[src/rtl/pll_reset_sequencer_pkg.sv]
// Shared definitions for the PLL reset sequencer family: FSM encoding and clock-enable divider field width.
package pll_reset_sequencer_pkg;

  localparam int CE_DIV_W = 16;

  typedef enum logic [1:0] {
    ST_WAIT = 2'd0,
    ST_STAB = 2'd1,
    ST_RUN  = 2'd2
  } state_e;

  // A programmed divider of 0 behaves exactly like 1 (enable every cycle).
  function automatic logic [CE_DIV_W-1:0] eff_div(input logic [CE_DIV_W-1:0] div);
    return (div == '0) ? CE_DIV_W'(1) : div;
  endfunction

endpackage

[src/rtl/pll_reset_sequencer_ce_divider.sv]
// One clock-enable channel: pulses on the first RUN cycle, then every DIV cycles; held at phase 0 outside RUN.
// Output is a decode of registers only (run is the registered ready flag).
module ce_divider
  import pll_reset_sequencer_pkg::*;
#(
  parameter logic [CE_DIV_W-1:0] DIV = 16'd1
) (
  input  logic clock,
  input  logic reset,
  input  logic run,
  output logic ce
);

  localparam logic [CE_DIV_W-1:0] LAST = eff_div(DIV) - CE_DIV_W'(1);

  logic [CE_DIV_W-1:0] div_cnt_q, div_cnt_d;

  always_comb begin
    div_cnt_d = '0;
    if (run) begin
      div_cnt_d = (div_cnt_q == LAST) ? '0 : div_cnt_q + CE_DIV_W'(1);
    end
  end

  always_ff @(posedge clock or posedge reset) begin
    if (reset) begin
      div_cnt_q <= '0;
    end else begin
      div_cnt_q <= div_cnt_d;
    end
  end

  assign ce = run & (div_cnt_q == '0);

endmodule

[src/rtl/pll_reset_sequencer.sv]
// Turns the asynchronous PLL lock flag into a clean system reset released after STABLE_CYCLES of stable lock,
// drives NUM_CE clock-enable channels in RUN and counts lock-loss events (saturating).
module pll_reset_sequencer
  import pll_reset_sequencer_pkg::*;
#(
  parameter int                         STABLE_CYCLES = 1024,
  parameter int                         NUM_CE        = 2,
  parameter logic [NUM_CE*CE_DIV_W-1:0] CE_DIVS       = {16'd4, 16'd1}
) (
  input  logic              clock,
  input  logic              reset,
  input  logic              pll_lock,
  output logic              sys_reset,
  output logic              ready,
  output logic [NUM_CE-1:0] ce,
  output logic [7:0]        relock_count
);

  localparam int                STAB_W    = $clog2(STABLE_CYCLES + 1);
  localparam logic [STAB_W-1:0] STAB_LAST = STAB_W'(STABLE_CYCLES - 1);

  logic              sync1_q, lock_s_q;
  state_e            state_q, state_d;
  logic [STAB_W-1:0] stab_cnt_q, stab_cnt_d;
  logic              sys_reset_q, sys_reset_d;
  logic              ready_q, ready_d;
  logic [7:0]        relock_q, relock_d;

  always_ff @(posedge clock or posedge reset) begin
    if (reset) begin
      sync1_q     <= 1'b0;
      lock_s_q    <= 1'b0;
      state_q     <= ST_WAIT;
      stab_cnt_q  <= '0;
      sys_reset_q <= 1'b1;
      ready_q     <= 1'b0;
      relock_q    <= '0;
    end else begin
      sync1_q     <= pll_lock;
      lock_s_q    <= sync1_q;
      state_q     <= state_d;
      stab_cnt_q  <= stab_cnt_d;
      sys_reset_q <= sys_reset_d;
      ready_q     <= ready_d;
      relock_q    <= relock_d;
    end
  end

  // Loss of lock takes priority over reaching the stability target.
  always_comb begin
    state_d    = state_q;
    stab_cnt_d = '0;
    case (state_q)
      ST_WAIT: begin
        if (lock_s_q) state_d = ST_STAB;
      end
      ST_STAB: begin
        if (!lock_s_q) begin
          state_d = ST_WAIT;
        end else if (stab_cnt_q == STAB_LAST) begin
          state_d = ST_RUN;
        end else begin
          stab_cnt_d = stab_cnt_q + STAB_W'(1);
        end
      end
      ST_RUN: begin
        if (!lock_s_q) state_d = ST_WAIT;
      end
      default: state_d = ST_WAIT;
    endcase
  end

  always_comb begin
    sys_reset_d = (state_d != ST_RUN);
    ready_d     = (state_d == ST_RUN);
    relock_d    = relock_q;
    if ((state_q == ST_RUN) && !lock_s_q && (relock_q != 8'hFF)) begin
      relock_d = relock_q + 8'd1;
    end
  end

  for (genvar i = 0; i < NUM_CE; i++) begin : g_ce
    ce_divider #(
      .DIV(CE_DIVS[CE_DIV_W*i +: CE_DIV_W])
    ) u_ce_divider (
      .clock(clock),
      .reset(reset),
      .run  (ready_q),
      .ce   (ce[i])
    );
  end

  assign sys_reset    = sys_reset_q;
  assign ready        = ready_q;
  assign relock_count = relock_q;

endmodule
[config.mk]
export PLATFORM = sky130hd
export DESIGN_NAME = pll_reset_sequencer
export DESIGN_NICKNAME = d
export VERILOG_FILES = /design/src/rtl/pll_reset_sequencer_pkg.sv /design/src/rtl/pll_reset_sequencer_ce_divider.sv /design/src/rtl/pll_reset_sequencer.sv
export SDC_FILE = /design/constraint.sdc
export NUM_CORES = 1
export LEC_CHECK = 0
export ABC_AREA = 1
export CORE_ASPECT_RATIO = 0.5
export CORE_MARGIN = 4
export CORE_UTILIZATION = 25
export DETAILED_ROUTE_END_ITERATION = 6
export DONT_BUFFER_PORTS = 1
export RECOVER_POWER = 50
export SYNTH_ARGS = -nofsm -noshare
export SYNTH_HDL_FRONTEND = slang
export SYNTH_SLANG_ARGS = --single-unit
[constraint.sdc]
create_clock -name clock -period 4.8 [get_ports clock]
set_input_delay 0.48 -clock clock [delete_from_list [all_inputs] [get_ports clock]]
set_output_delay 0.48 -clock clock [all_outputs]
set_load 0.02 [all_outputs]
==> impl_metrics.env, run 1 <==
export IMPL_core_area_um2=12000
export IMPL_finalSetupTns_ps=0
export IMPL_drt_pass1_iterations=4
export IMPL_syn_avg_cell_area_um2=7.48
export IMPL_io_buffer_count=0
export IMPL_p_per_area_nw_per_um2=328
export IMPL_final_common_cell="nand2_1"
export IMPL_grt_pass1_vias=2458
export IMPL_ys_seq_area_share_pct=45.6
export IMPL_status="finished, violations left"
export IMPL_start_kind="register"
export IMPL_worstPathArrival_ps=2350
export IMPL_start_util_pct=26.0
export IMPL_reg2reg_depth=3
export IMPL_cts_hold_buf=0
export IMPL_p_leak_nw=1.54
export IMPL_grt_antenna_before_repair=1
export IMPL_htree_levels=3
export IMPL_dp_hpwl_um=4550
export IMPL_gr_usage_met3_pct=2.72
export IMPL_yosys_area_top_type="dfrtp_1"
export IMPL_synthCells=418
export IMPL_busiest_layer="met2"
export IMPL_overflow=0
export IMPL_worstSetupPathType="reg2out"
export IMPL_synth_cell_types=27
export IMPL_whs_path_depth=0
export IMPL_clock_latency_ps=320
export IMPL_setup_slack_ps=1970
export IMPL_synth_nets=427
export IMPL_worstPathRequired_ps=4320
export IMPL_endpoint_kind="primary output"
export IMPL_hold_viol=0
export IMPL_hold_class="in2reg"
export IMPL_fin_crit_sh_pct=59.1
export IMPL_cts_repair_resized=0
export IMPL_num_rows=28
export IMPL_globalRouteMet1Util_pct=11.7
export IMPL_cts_setup_buffers=0
export IMPL_drive_gt1_share_pct=10.4
export IMPL_grtUsageMet2_pct=16.1
export IMPL_slew_headroom_pct=-1.59
export IMPL_drt_drc_violations_left=0
export IMPL_synth_area_top_cells="dfrtp_1, nand2_1, nor2_1, inv_1, nand3_1"
export IMPL_synthesis_area_um2=3130
export IMPL_ant_nets=0
export IMPL_drt_initial_drc_count=241
export IMPL_fin_crit_ps=2830
export IMPL_syn_to_final_growth_pct=16.8
export IMPL_ys_ff_latch=57
export IMPL_final_cell_mix="nand2_1, nor2_1, dfrtp_1"
export IMPL_cap_violations=1
export IMPL_via_per_inst=4.26
export IMPL_vias=2545
export IMPL_place_congestion=0.836
export IMPL_cts_tree="yes"
export IMPL_synth_warnings=0
export IMPL_wl_per_cell_um=10.6
export IMPL_synth_top_area_share_pct=44.8
export IMPL_nets=435
export IMPL_clock_sinks=57
export IMPL_max_vdd_ir_drop_mv=0.211
export IMPL_worstMarginPinSlew_ps=1520
export IMPL_totalWireLength_um=6320
export IMPL_clock_path_buffers=2
export IMPL_grt_first_pass_wirelength_um=11400
export IMPL_io_pins=15
export IMPL_dieArea_um2=14500
export IMPL_die_w_um=166
export IMPL_die_h_um=87.1
export IMPL_skew_ps=7.01
export IMPL_critical_path_max_fanout=33
export IMPL_cts_root_buf="clkbuf_16"
export IMPL_setup_viol=0
export IMPL_max_freq_ghz=0.353
export IMPL_violations="capacitance limit, slew limit"
export IMPL_track_usage_pct=9.48
export IMPL_power_mw=1.20
export IMPL_clk_pin_slew_ps=50
export IMPL_numCtsBuffers=9
export IMPL_rsz0062_at_grt="no"
export IMPL_grt_max_degree=58
export IMPL_drv_slew=34
export IMPL_pre_cts_ws_ps=2960
-- flip-flops by register name, summed over array words and instances (netlist names) --
signal                       cells
g_ce.u_ce_divider.div_cnt_q     32
lock_s_q                         1
ready                            1
relock_count                     8
stab_cnt_q                      11
state_q                          2
sync1_q                          1
sys_reset                        1
-- Yosys cell counts --
cell type / count
buf_4: 2
xnor2_1: 6
nand3b_1: 1
nand4_2: 1
ha_1: 6
dfstp_2: 1
nand2_1: 105
nor2_1: 86
nor2_2: 9
o21ai_1: 5
o21ai_2: 2
inv_1: 45
o22ai_1: 2
nand3_1: 27
nor3b_1: 1
xor2_1: 11
clkbuf_1: 1
buf_1: 2
nand3_2: 1
inv_2: 4
nand4_1: 18
nand2_2: 8
nor3_1: 13
dfrtp_1: 56
nand2_4: 1
nor2_4: 1
o21ai_0: 3
-- routing by layer --
| metal | vias to the layer above | wire [µm] |
|---|---|---|
| li1 | 1338 | - |
| met1 | 1171 | 3070 |
| met4 | 0 | 48 |
| met2 | 32 | 2900 |
| met5 | - | 0 |
| met3 | 4 | 309 |
-- path summary, 6_finish.rpt --
check / startpoint / to / slack (ps)
setup / recovery: ready / ce[0] / 1970
hold / removal: pll_lock / sync1_q / 190
setup reg to reg: ready / g_ce[0].u_ce_divider.div_cnt_q[10] / 2800
hold reg to reg: sync1_q / lock_s_q / 350
max in group asynchronous: reset / g_ce[1].u_ce_divider.div_cnt_q[14] / 4050
min in group asynchronous: reset / relock_count[0] / 260
-- worst max-delay path, cell delays in order, from the launching register on --
cell and delay (ps):
dfrtp_1 460, inv_1 80, clkbuf_1 1100, nor2_1 370
-- where the power goes --
group | total (mW) | switching, mW | internal, mW | leakage [nW]
clock network | 0.692 | 0.223 | 0.469 | 0.163
registers | 0.488 | 0.00316 | 0.485 | 0.786
logic | 0.0196 | 0.0159 | 0.00369 | 0.596
-- metrics by stage --
step / std cells / hold slack (ps) / utilization [%] / area (µm²)
after floorplan: 418 / 331 / - / 3130
after global placement: 580 / 337 / 27.7 / 3320
after detailed placement: 580 / 338 / 27.7 / 3320
after CTS: 596 / 172 / 30.4 / 3650
after global routing: 597 / 166 / 30.4 / 3650
final: 597 / 185 / 30.4 / 3650
-- cells by family (layout without fill, tap and decap cells) --
group                    after synthesis  count (layout)  synth area share [%]
other                                  0               1                     0
adder cells (fa/ha/maj)                6               6                  2.40
buffers and inverters                 54              67                  6.72
AND/OR/NAND/NOR                      272             272                  38.2
XOR/XNOR                              17              17                  4.76
flip-flops                            57              57                  45.6
AO/OA/AOI/OAI                         12              12                  2.24
-- area by class of cell --
type	count	area (µm²)
Fill cell	1284	8360
Multi-Input combinational cell	307	1490
Sequential cell	57	1430
Clock buffer	10	239
Tap cell	165	206
Inverter	49	184
Clock inverter	6	91.3
Timing Repair Buffer	2	11.3
Antenna cell	1	2.50
Note: power is estimated with default switching activity, not from simulation.
==> run 2: changes to the inputs <==
- clock period: 4.8 -> 2.59 ns (I/O delays scaled with it)
==> run 2 against run 1 <==
Against the previous run:
- combinational power is 91% higher
- sequential power grew 85%
- critical path depth up 3
- largest power group unchanged
- the run still ends with capacitance limit, slew limit left
- setup slack got worse by 1300 ps
==> impl_metrics.env, run 2 (synthesized netlist as in run 1, its figures left out) <==
export IMPL_drt_pass1_iterations=4
export IMPL_endpoint_kind="primary output"
export IMPL_finalSetupTns_ps=0
export IMPL_ant_nets=0
export IMPL_status="finished, violations left"
export IMPL_track_usage_pct=9.48
export IMPL_via_per_inst=4.19
export IMPL_largest_reg_flops=32
export IMPL_placed_cells=580
export IMPL_place_congestion=0.843
export IMPL_place_area_um2=3320
export IMPL_drt_drc_violations_left=0
export IMPL_setup_viol=0
export IMPL_drv_slew=45
export IMPL_rr_endpoint="relock_count[4]"
export IMPL_power_share_switching_pct=21.4
export IMPL_core_area_um2=12000
export IMPL_rsz0062_at_grt="no"
export IMPL_route_met3_wl_um=183
export IMPL_nets=436
export IMPL_power_switching_mw=0.457
export IMPL_violations="capacitance limit, slew limit"
export IMPL_worstSetupPathType="reg2out"
export IMPL_final_cell_mix="nand2_1, nor2_1, dfrtp_1"
export IMPL_hold_class="in2async"
export IMPL_layoutNonFillerInstCount=597
export IMPL_route_top_layer_used="met4"
export IMPL_numCtsBuffers=9
export IMPL_r2r_slack_ps=1060
export IMPL_grt_first_pass_wirelength_um=11400
export IMPL_worstMarginPinSlew_ps=1640
export IMPL_design_area_um2=3630
export IMPL_wl_met2_um=2880
export IMPL_cts_root_buf="clkbuf_16"
export IMPL_final_common_cell="nand2_1"
export IMPL_p_seq_share_pct=42.4
export IMPL_cts_tree="yes"
export IMPL_max_freq_ghz=0.508
export IMPL_critical_path_max_fanout=4
export IMPL_power_mw=2.13
export IMPL_clock_sinks=57
export IMPL_pwr_share_comb_pct=1.8
export IMPL_wl_met1_um=3200
export IMPL_die_h_um=87.1
export IMPL_vias=2502
export IMPL_slew_headroom_pct=-9.75
export IMPL_drive_gt1_share_pct=10.4
export IMPL_die_w_um=166
export IMPL_io_pins=15
export IMPL_overflow=0
export IMPL_diodes=0
export IMPL_fillers=1261
export IMPL_start_kind="register"
export IMPL_clkPwrFrac_pct=55.9
export IMPL_dp_hpwl_um=4630
export IMPL_grt_max_degree=45
export IMPL_io_buffer_count=0
export IMPL_dieArea_um2=14500
export IMPL_reg2reg_depth=8
export IMPL_hold_viol=0
export IMPL_internal_power_mw=1.68
export IMPL_p_per_area_nw_per_um2=587
export IMPL_totalWireLength_um=6330
export IMPL_cts_setup_buffers=0
export IMPL_clock_path_buffers=2
export IMPL_syn_to_final_growth_pct=16.2
export IMPL_drt_initial_drc_count=131
export IMPL_start_util_pct=26.0
export IMPL_worstPathArrival_ps=1710
export IMPL_rr_startpoint="relock_count[0]"
export IMPL_grt_pass1_vias=2472
export IMPL_fin_crit_sh_pct=75.9
export IMPL_wl_per_cell_um=10.6
export IMPL_grt_antenna_before_repair=0
export IMPL_cap_violations=1
export IMPL_p_leak_nw=1.53
export IMPL_worstPathRequired_ps=2330
export IMPL_fin_crit_ps=1970
export IMPL_max_vdd_ir_drop_mv=0.323
export IMPL_num_rows=28
export IMPL_skew_ps=3.06
export IMPL_clock_latency_ps=320
export IMPL_clk_pin_slew_ps=50
export IMPL_regMostFlops="g_ce.u_ce_divider.div_cnt_q"
export IMPL_htree_levels=3
run 2: changes by cell type in the layout (fill, tap and decap cells not counted), sizes merged:
cell / previous run / this run
clkinvlp: 0 / 3
diode: 1 / 0
inv: 49 / 50
dlygate4sd3: 0 / 1
clkinv: 4 / 1
bufinv: 2 / 1
run 2: worst max-delay path by stage:
stage                                                 start                            endpoint  slack [ps]  cells past startpoint
after floorplan                                       reset   g_ce[0].u_ce_divider.div_cnt_q[0]         930                      1
after global placement    g_ce[0].u_ce_divider.div_cnt_q[0]                               ce[0]         990                      6
after detailed placement  g_ce[0].u_ce_divider.div_cnt_q[0]                               ce[0]         960                      6
after CTS                 g_ce[0].u_ce_divider.div_cnt_q[0]                               ce[0]         610                      6
after global routing                                  reset  g_ce[1].u_ce_divider.div_cnt_q[13]         300                      2
final                     g_ce[0].u_ce_divider.div_cnt_q[0]                               ce[0]         620                      6
run 2: layout make-up:
cell class	instances	area (µm²)	share of cell area (%)
Clock buffer	10	239	6.57
Tap cell	165	206	5.68
Multi-Input combinational cell	307	1490	41.0
Timing Repair Buffer	3	21.3	0.585
Clock inverter	6	66.3	1.82
Sequential cell	57	1430	39.3
Inverter	49	184	5.06
run 2: timing repair:
item,in CTS,in global routing
gates resized for setup,0,0
hold endpoints to repair,1,0
hold buffers,1,0
run 2: metal layers:
layer	global-route usage [%]	vias to the layer above
met1	11.9	1137
li1	-	1338
met4	3.59	0
met2	16.1	21
met5	0	-
met3	2.36	6
run 2: per-stage QoR:
step | setup slack, ps | utilization, % | hold WS, ps
after floorplan | 933 | - | 290
after global placement | 985 | 27.7 | 291
after detailed placement | 958 | 27.7 | 291
final | 623 | 30.2 | 336
after CTS | 609 | 30.3 | 60.7
after global routing | 298 | 30.2 | 363
run 2: power by group through the flow:
stage	clock, mW	combinational, mW	sequential, mW
final	1.19	0.0374	0.903
after global routing	1.25	0.0462	0.904
after CTS	1.21	0.0410	0.903
after detailed placement	0	0.0396	0.919
after global placement	0	0.0386	0.919
after floorplan	0	0.0281	0.918
run 2: critical path, cell delays in order, from the launching register on:
cell     delay (ps)
dfrtp_1         400
inv_1           120
ha_1            180
nand3_1          80
nor3_1          140
nand3_1          90
nor2_1          370
